**config.mk**
```make
export PLATFORM = sky130hd
export DESIGN_NAME = mac_unit_flat
export DESIGN_NICKNAME = d
export VERILOG_FILES = /design/src/rtl/mac_pkg.sv /design/src/rtl/mac_if.sv /design/src/rtl/mac_cmul.sv /design/src/rtl/mac_unit.sv /design/src/flat_wrapper.sv
export SDC_FILE = /design/constraint.sdc
export NUM_CORES = 1
export LEC_CHECK = 0
export CAP_MARGIN = 30
export CORE_UTILIZATION = 40
export DETAILED_ROUTE_END_ITERATION = 10
export HOLD_SLACK_MARGIN = 0.02
export PLACE_DENSITY = 0.6
export SLEW_MARGIN = 40
export SYNTH_ARGS = -nofsm -noshare
export SYNTH_HDL_FRONTEND = slang
export SYNTH_SLANG_ARGS = --single-unit
```
**constraint.sdc**
```tcl
create_clock -name clock -period 7.1 [get_ports clock]
set_clock_uncertainty 0.05 [all_clocks]
set_input_delay 1.065 -clock clock [delete_from_list [all_inputs] [get_ports clock]]
set_output_delay 1.065 -clock clock [all_outputs]
set_load 0.1 [all_outputs]
```
**src/rtl/mac_pkg.sv**
```systemverilog
// Shared widths, types and helpers for the complex multiply-accumulate unit.
// Components are signed Q2.6 bytes packed as {Re, Im}.
package mac_pkg;

    localparam int unsigned DATA_W      = 16;
    localparam int unsigned COMP_W      = 8;
    localparam int unsigned FRAC_BITS   = 6;
    localparam int unsigned ROUND_CONST = 32;
    localparam int unsigned INT_W       = 12;
    localparam int unsigned PROD_W      = 18;

    typedef logic [DATA_W-1:0]        word_t;
    typedef logic signed [COMP_W-1:0] comp_t;
    typedef logic signed [INT_W-1:0]  mid_t;
    typedef logic signed [PROD_W-1:0] prod_t;

    typedef struct packed {
        comp_t re;
        comp_t im;
    } cplx_t;

    typedef struct packed {
        mid_t re;
        mid_t im;
    } cmid_t;

    typedef struct packed {
        logic  ovf;
        comp_t val;
    } sat_t;

    localparam comp_t SAT_MAX = 8'sh7F;
    localparam comp_t SAT_MIN = 8'sh80;
    localparam mid_t  MID_MAX = 12'sd127;
    localparam mid_t  MID_MIN = -12'sd128;

    function automatic mid_t sext(comp_t c);
        return {{(INT_W - COMP_W){c[COMP_W-1]}}, c};
    endfunction

    function automatic sat_t saturate(mid_t x);
        sat_t r;
        if (x > MID_MAX) begin
            r = '{ovf: 1'b1, val: SAT_MAX};
        end else if (x < MID_MIN) begin
            r = '{ovf: 1'b1, val: SAT_MIN};
        end else begin
            r = '{ovf: 1'b0, val: comp_t'(x)};
        end
        return r;
    endfunction

endpackage

```
**src/rtl/mac_if.sv**
```systemverilog
// Sample and result bus of the MAC unit; the master drives samples, the slave returns results.
interface mac_if;
    import mac_pkg::*;

    word_t In1;
    word_t In2;
    word_t In3;
    word_t AddOut;
    word_t SubOut;
    logic  Overflow;

    modport master (output In1, In2, In3, input AddOut, SubOut, Overflow);
    modport slave  (input In1, In2, In3, output AddOut, SubOut, Overflow);

endinterface

```
**src/rtl/mac_cmul.sv**
```systemverilog
// Pipeline stage 1: complex product B*W, rounded half-up and rescaled back to Q.6,
// registered as 12-bit signed components.
module mac_cmul
    import mac_pkg::*;
(
    input  logic  clock,
    input  logic  reset,
    input  word_t b_i,
    input  word_t w_i,
    output cmid_t p_o
);

    cplx_t b, w;
    logic signed [15:0] rr, ii, ri, ir;
    prod_t sum_re, sum_im, rnd_re, rnd_im;
    cmid_t p_d, p_q;

    // 18-bit sums so that (-2.0)*(-2.0) + (-2.0)*(-2.0) = 32768 cannot wrap.
    always_comb begin
        b      = b_i;
        w      = w_i;
        rr     = b.re * w.re;
        ii     = b.im * w.im;
        ri     = b.re * w.im;
        ir     = b.im * w.re;
        sum_re = prod_t'(rr) - prod_t'(ii);
        sum_im = prod_t'(ri) + prod_t'(ir);
        rnd_re = sum_re + prod_t'(ROUND_CONST);
        rnd_im = sum_im + prod_t'(ROUND_CONST);
        p_d.re = mid_t'(rnd_re >>> FRAC_BITS);
        p_d.im = mid_t'(rnd_im >>> FRAC_BITS);
    end

    always_ff @(posedge clock) begin
        if (reset) begin
            p_q <= '0;
        end else begin
            p_q <= p_d;
        end
    end

    assign p_o = p_q;

endmodule

```
**src/rtl/mac_unit.sv**
```systemverilog
// Two-stage complex MAC: AddOut = A + B*W, SubOut = A - B*W, each component saturated to 8 bits.
// Stage 1 (mac_cmul plus delayed A) feeds the add/sub/saturate stage registered here.
module mac_unit
    import mac_pkg::*;
(
    input logic  clock,
    input logic  reset,
    mac_if.slave bus
);

    cmid_t p_q;
    cplx_t a_d, a_q;
    word_t add_d, add_q, sub_d, sub_q;
    logic  ovf_d, ovf_q;
    sat_t  s_add_re, s_add_im, s_sub_re, s_sub_im;

    mac_cmul u_cmul (
        .clock (clock),
        .reset (reset),
        .b_i   (bus.In2),
        .w_i   (bus.In3),
        .p_o   (p_q)
    );

    always_comb begin
        a_d      = bus.In1;
        s_add_re = saturate(sext(a_q.re) + p_q.re);
        s_add_im = saturate(sext(a_q.im) + p_q.im);
        s_sub_re = saturate(sext(a_q.re) - p_q.re);
        s_sub_im = saturate(sext(a_q.im) - p_q.im);
        add_d    = {s_add_re.val, s_add_im.val};
        sub_d    = {s_sub_re.val, s_sub_im.val};
        ovf_d    = s_add_re.ovf | s_add_im.ovf | s_sub_re.ovf | s_sub_im.ovf;
    end

    always_ff @(posedge clock) begin
        if (reset) begin
            a_q   <= '0;
            add_q <= '0;
            sub_q <= '0;
            ovf_q <= 1'b0;
        end else begin
            a_q   <= a_d;
            add_q <= add_d;
            sub_q <= sub_d;
            ovf_q <= ovf_d;
        end
    end

    assign bus.AddOut   = add_q;
    assign bus.SubOut   = sub_q;
    assign bus.Overflow = ovf_q;

endmodule

```
**src/flat_wrapper.sv**
```systemverilog
// flat-port wrapper written by rule: the top's interface ports become plain ports
module mac_unit_flat import mac_pkg::*;
  (clock, reset, bus_In1, bus_In2, bus_In3, bus_AddOut, bus_SubOut, bus_Overflow);
  mac_if bus_i ();
  input logic clock;
  input logic reset;
  input wire logic [$bits(bus_i.In1)-1:0] bus_In1;
  input wire logic [$bits(bus_i.In2)-1:0] bus_In2;
  input wire logic [$bits(bus_i.In3)-1:0] bus_In3;
  output wire logic [$bits(bus_i.AddOut)-1:0] bus_AddOut;
  output wire logic [$bits(bus_i.SubOut)-1:0] bus_SubOut;
  output wire logic [$bits(bus_i.Overflow)-1:0] bus_Overflow;
  assign bus_i.In1 = bus_In1;
  assign bus_i.In2 = bus_In2;
  assign bus_i.In3 = bus_In3;
  assign bus_AddOut = bus_i.AddOut;
  assign bus_SubOut = bus_i.SubOut;
  assign bus_Overflow = bus_i.Overflow;
  mac_unit u_core (.clock(clock), .reset(reset), .bus(bus_i));
endmodule
```
==> results of run 1 <==
==> cells in the final DEF, fill, tap and decap left out, types with 4 or more instances in the layout <==
cell / synthesis / routed
o22ai_1: 5 / 5
or3_1: 4 / 4
nand3_1: 9 / 9
nor3_1: 25 / 25
o21ai_1: 10 / 10
dfxtp_1: 73 / 73
xor2_1: 15 / 15
o21ai_0: 11 / 11
and2_1: 133 / 133
nand2_1: 113 / 113
buf_2: 2 / 34
clkbuf_16: 0 / 9
buf_12: 0 / 6
inv_1: 391 / 391
a41oi_1: 6 / 6
o2bb2ai_1: 5 / 5
xnor2_1: 58 / 58
buf_4: 0 / 51
nor2_1: 78 / 78
fa_1: 294 / 294
o31ai_1: 9 / 9
clkdlybuf4s50_1: 0 / 46
nor2b_1: 26 / 26
a31oi_1: 5 / 5
a21oi_1: 37 / 37
a21o_1: 14 / 14
a211oi_1: 8 / 8
and3_1: 4 / 4
o21a_1: 7 / 7
ha_1: 148 / 148
nand2b_1: 18 / 18
o21bai_1: 8 / 8
==> per-stage QoR <==
stage               setup TNS, ns  setup slack, ns  instances  hold WS [ns]
floorplan                       0            0.794       1625         0.494
global placement                0           0.0734       2178         0.519
detailed placement        -0.0202          -0.0202       2178         0.546
CTS                             0            0.374       2194         0.554
global route                    0          0.00518       2194         0.562
finish                          0            0.370       2194         0.549
==> how the worst max path moves through the flow <==
| stage | from | endpoint | slack [ns] |
|---|---|---|---|
| 3_3_place_gp | bus_In2[10] | u_core.u_cmul.p_o[8] | 0.07 |
| 3_5_place_dp | bus_In3[1] | u_core.u_cmul.p_o[8] | -0.02 |
| 4_1_cts | bus_In3[1] | u_core.u_cmul.p_o[8] | 0.37 |
| 5_1_grt | bus_In3[11] | u_core.u_cmul.p_o[8] | 0.005 |
| 2_1_floorplan | bus_In2[7] | u_core.u_cmul.p_o[8] | 0.79 |
| 6_report | bus_In3[11] | u_core.u_cmul.p_o[8] | 0.37 |
==> logic make-up (layout without fill, tap and decap cells) <==
logic type	Yosys count	after routing
multiplexers	2	2
flip-flops	73	73
buffers and inverters	445	546
adder cells (fa/ha/maj)	442	442
AND/OR/NAND/NOR	429	429
AO/OA/AOI/OAI	161	161
XOR/XNOR	73	73
==> layout make-up <==
class	instances	area [sq um]
Fill cell	3601	19900
Clock buffer	13	270
Timing Repair Buffer	139	1160
Inverter	391	1470
Multi-Input combinational cell	1107	11700
Sequential cell	73	1460
Clock inverter	3	22.5
Tap cell	468	586
==> state kept, by name, indices dropped and copies added, names as in the netlist <==
signal,cells
u_core.u_cmul.p_o,24
u_core.a_q,16
u_core.bus.AddOut,16
u_core.bus.SubOut,16
u_core.bus.Overflow,1
==> per-layer routing <==
layer / share of wire (%) / track usage (%)
met1: 50 / 27.6
met2: 45 / 30.0
met3: 3.9 / 2.01
met4: 1.0 / 3.97
met5: 0 / 0
==> critical path, delay by kind of cell <==
kind,cells,cell delay [ns]
AOI/OAI and AO/OA,7,1.64
adders and majority gates,7,2.91
buffers and inverters,6,1.08
and+or+nand+nor,2,0.22
==> flow_summary.toml, run 1 <==
[setup_path]
crit_required_ns = 7.26
cp_slowest_cell = "clkdlybuf4s50_1"
cp_cell_sequence = "clkdlybuf4s50_1, nand2_1, fa_1, inv_1, fa_1, inv_1, fa_1, inv_1, fa_1, fa_1, inv_1, fa_1, inv_1, ha_1, a21o_1, a2111oi_0, o21bai_1, a41o_1, a21oi_1, o21bai_1, a211oi_1, nor4_1"
r2r_end = "u_core.bus.AddOut[11]"
crit_arrival_ns = 6.89
reg2reg_depth = 10
cpPeakStageDelay_ns = 0.75
worstSetupEndpointType = "flop"
worst-r2r-setup-slack_ns = 3.67
crit_top_cell = "fa_1"
startpoint_type = "input port"
r2r_start = "u_core.u_cmul.p_o[13]"
crit_type = "input port to flop"
crit_fanout = 9

[routing]
vias = 10655
drtIter0Drc = 439
ant_nets = 0
wl_mm = 33.0
viasPerCell = 4.86
wl_per_cell_microns = 15.0
drc = 0
firstDrtPassIters = 4

[yosys]
synthMuxAreaShare_pct = 0.135
ys_ff_latch = 73
synth_xor_xnor_area_share_pct = 4.30
syn_nets = 2117
synth_compound_area_share_pct = 7.74
synth-simple-area-share_pct = 14.7
synth_cells = 1625
ys_seq_area_share_pct = 9.83
synth_top_family_by_area = "adder cells"
yosysMostFrequentCell = "inv_1"
netlist_top_cells_area = "fa_1 (40%), ha_1 (12%), inv_1 (9.9%)"
synth_ff_type = "dfxtp_1"
synthTopCellsByCount = "inv_1 (391), fa_1 (294), ha_1 (148)"
synth_edf_count = 0
syn_avg_cell_area_sq_um = 9.15
synth_area_sq_um = 14900
netlist-cell-type-count = 65
synth_area_leader_cell = "fa_1"
synth_fa_ha_area_share_pct = 52.0
async_flop_share_pct = 0
synth_top_area_share_pct = 39.6
synth_warnings = 0

[clock_network]
cts_buffer_depth = 2
ctsHoldBuffers = 0
cts-buffers-inserted = 9
cts.sinks = 73
cts_resized = 0
insertion_delay_ns = 0.36
cts_tree = "yes"
cts_max_level = 3
clk_pin_slew_ns = 0.06
cts-root-buf = "clkbuf_16"
postCtsSetupRepairBufs = 0

[die]
die_w_microns = 195
coreArea_sq_um = 36600
start_util_pct = 40.6
ios = 83
die_h_microns = 195
die-area_sq_um = 38000
num_rows = 70

[final_layout]
fin_area_sq_um = 16700
drive_gt1_share_pct = 6.72
final_core_util_pct = 45.6
final_nets = 2213
diodes = 0
syn_to_final_growth_pct = 12.3

[timing]
min_period_ns = 6.73
rsz0062_at_grt = "false"
setup_viol = 0
max_slew_margin_pct = 49.2
hold_viol = 0
maxSlewViolCount = 0
fmax_mhz = 149
fin_crit_sh_pct = 94.8
worst_pin_slew_ns = 0.758

[global_route]
first_global_vias = 11377
grt_overflow = 0
gr-usage-all-layers_pct = 18.8
grt_max_degree = 65
antenna_found_initial = 2
grt_pass1_wl_mm = 57.0

[place]
routabilityCongestion = 0.888
dp_hpwl_mm = 28.7
io_buffer_count = 82
dpl_cell_area_sq_um = 16400

[hold_path]
hold_depth = 2
worstHoldPathType = "flop to flop"
whs_endpoint = "u_core.bus.AddOut[0]"
min_from = "u_core.u_cmul.p_o[0]"

[run_status]
status = "finished clean"

[flow_run]
drv_cap = 0
Power of run 1 is not shown: default switching activity piles up to over one toggle a cycle in this logic, so the estimate is an artifact.
==> run 2, diff against run 1 <==
--- a/config.mk
+++ b/config.mk
@@ -8,7 +8,7 @@
 export CAP_MARGIN = 30
 export CORE_UTILIZATION = 40
 export DETAILED_ROUTE_END_ITERATION = 10
-export HOLD_SLACK_MARGIN = 0.02
+export HOLD_SLACK_MARGIN = 0.08
 export PLACE_DENSITY = 0.6
 export SLEW_MARGIN = 40
 export SYNTH_ARGS = -nofsm -noshare
==> results of run 2 <==
The final DEF is identical to that of run 1; final timing and power are the same.
Power of run 2 is left out for the same reason.
==> run 3, diff against run 2 <==
--- a/config.mk
+++ b/config.mk
@@ -6,10 +6,11 @@
 export NUM_CORES = 1
 export LEC_CHECK = 0
 export CAP_MARGIN = 30
+export CORE_ASPECT_RATIO = 2
 export CORE_UTILIZATION = 40
 export DETAILED_ROUTE_END_ITERATION = 10
 export HOLD_SLACK_MARGIN = 0.08
-export PLACE_DENSITY = 0.6
+export PLACE_DENSITY = 0.58
 export SLEW_MARGIN = 40
 export SYNTH_ARGS = -nofsm -noshare
 export SYNTH_HDL_FRONTEND = slang
==> run 3 against run 2 <==
Against the previous run:
- the run now ends with DRC left
- final cell count shrank 0.55%
- critical path depth down 2
- wire length is 11% higher
- core utilization up 0.20 points
- first-iteration DRC count shrank 1.8%
- worst hold slack worse by 0.0060 ns
- clock-buffer cell count shrank 3
- final area up 0.25%
- register-to-register slack got worse by 0.16 ns
- global-route usage grew 1.6 points
- worst setup slack worse by 0.076 ns
- flip-flop and latch count stayed put
==> flow_summary.toml, run 3 (synthesis results as in run 1) <==
[timing]
fmax_mhz = 147
maxSlewViolCount = 0
fin_crit_sh_pct = 95.9
worst_pin_slew_ns = 0.736
setup_viol = 0
min_period_ns = 6.81
rsz0062_at_grt = "false"
hold_viol = 0
max_slew_margin_pct = 50.9

[clock_network]
cts-buffers-inserted = 9
cts.sinks = 73
postCtsSetupRepairBufs = 0
insertion_delay_ns = 0.35
cts_max_level = 3
cts-root-buf = "clkbuf_16"
ctsHoldBuffers = 0
cts_buffer_depth = 2
cts_resized = 0
clk_pin_slew_ns = 0.06
cts_tree = "yes"

[setup_path]
startpoint_type = "input port"
crit_arrival_ns = 6.96
r2r_start = "u_core.u_cmul.p_o[16]"
worstSetupEndpointType = "flop"
worst-r2r-setup-slack_ns = 3.51
reg2reg_depth = 9
crit_type = "input port to flop"
crit_fanout = 9
r2r_end = "u_core.bus.SubOut[9]"
crit_required_ns = 7.25

[die]
die-area_sq_um = 38000
start_util_pct = 40.7
die_w_microns = 138
coreArea_sq_um = 36500
ios = 83
num_rows = 99
die_h_microns = 275

[final_layout]
final_cell_mix = "inv_1 (391), fa_1 (294), ha_1 (148)"
fin_area_sq_um = 16700
final_core_util_pct = 45.8
drive_gt1_share_pct = 6.83
diodes = 0
final_nets = 2215
num-fill-cells = 3574
syn_to_final_growth_pct = 12.5
largest_register_ffs = 24
layout_commonest_cell = "inv_1"

[hold_path]
min_from = "u_core.u_cmul.p_o[12]"
worstHoldPathType = "flop to flop"
whs_endpoint = "u_core.bus.SubOut[8]"
hold_depth = 2

[place]
dp_hpwl_mm = 31.7
dpl_cell_area_sq_um = 16400
io_buffer_count = 82
routabilityCongestion = 0.862

[run_status]
failed_checks = "DRC"
status = "finished with violations"

[routing]
firstDrtPassIters = 8
wl_mm = 36.5
ant_nets = 0
vias = 10770
drtIter0Drc = 431
drc = 24
viasPerCell = 4.94
wl_per_cell_microns = 16.7

[global_route]
first_global_vias = 12033
grt_pass1_wl_mm = 59.7
grt_max_degree = 65
gr-usage-all-layers_pct = 20.4
grt_overflow = 0
antenna_found_initial = 0

[flow_run]
drv_cap = 0
## run 3: changes by cell type in the layout (fill, tap and decap cells not counted), moves of 2 or more
cell / before / now
dlymetal6s2s_1: 2 / 0
clkbuf_8: 3 / 0
buf_4: 51 / 53
bufinv_16: 0 / 3
clkdlybuf4s50_1: 46 / 48
## run 3: routing by layer
metal,share of wire (%),up-vias,track usage [%],wire length (microns)
met4,3.7,0,8.81,1350
met3,2.8,63,1.46,1010
met2,59,219,42.6,21400
met5,0,-,0,0
met1,35,5383,20.2,12700
li1,-,5105,-,-
## run 3: area by class of cell
cell class | count | area [sq um] | area share, %
timing repair buffer | 141 | 1170 | 6.98
sequential | 73 | 1460 | 8.73
inverter | 391 | 1470 | 8.77
clock buffer | 10 | 229 | 1.37
clock inverter | 6 | 113 | 0.673
tap | 454 | 568 | 3.39
multi-input combinational | 1107 | 11700 | 70.1
## run 3: per-stage QoR
| stage | setup WS [ns] | hold WS [ns] | instances | TNS (ns) |
|---|---|---|---|---|
| 3_3_place_gp | 0.0275 | 0.522 | 2166 | 0 |
| 3_5_place_dp | -0.122 | 0.533 | 2166 | -0.317 |
| 5_1_grt | 0.0338 | 0.581 | 2182 | 0 |
| 2_1_floorplan | 0.794 | 0.494 | 1625 | 0 |
| 4_1_cts | 0.267 | 0.541 | 2182 | 0 |
| 6_report | 0.294 | 0.543 | 2182 | 0 |
## run 3: worst max path at each step
stage | startpoint | endpoint | slack (ns) | depth (start not counted)
2_1_floorplan | bus_In2[7] | u_core.u_cmul.p_o[8] | 0.79 | 19
3_3_place_gp | bus_In3[4] | u_core.u_cmul.p_o[8] | 0.03 | 20
3_5_place_dp | bus_In3[4] | u_core.u_cmul.p_o[8] | -0.12 | 20
4_1_cts | bus_In3[4] | u_core.u_cmul.p_o[8] | 0.27 | 20
5_1_grt | bus_In3[4] | u_core.u_cmul.p_o[8] | 0.03 | 20
6_report | bus_In3[4] | u_core.u_cmul.p_o[8] | 0.29 | 20
## run 3: critical path: stages
cell and delay, ns:
clkdlybuf4s50_1 0.77, nand2_1 0.15, fa_1 0.57, inv_1 0.05, ha_1 0.31, fa_1 0.49, fa_1 0.50, fa_1 0.49
inv_1 0.05, fa_1 0.48, inv_1 0.04, ha_1 0.31, a21o_1 0.18, a2111oi_0 0.50, o21bai_1 0.14, a41o_1 0.25
a21oi_1 0.19, o21bai_1 0.11, a211oi_1 0.24, nor4_1 0.08
Power of run 3 is left out for the same reason.
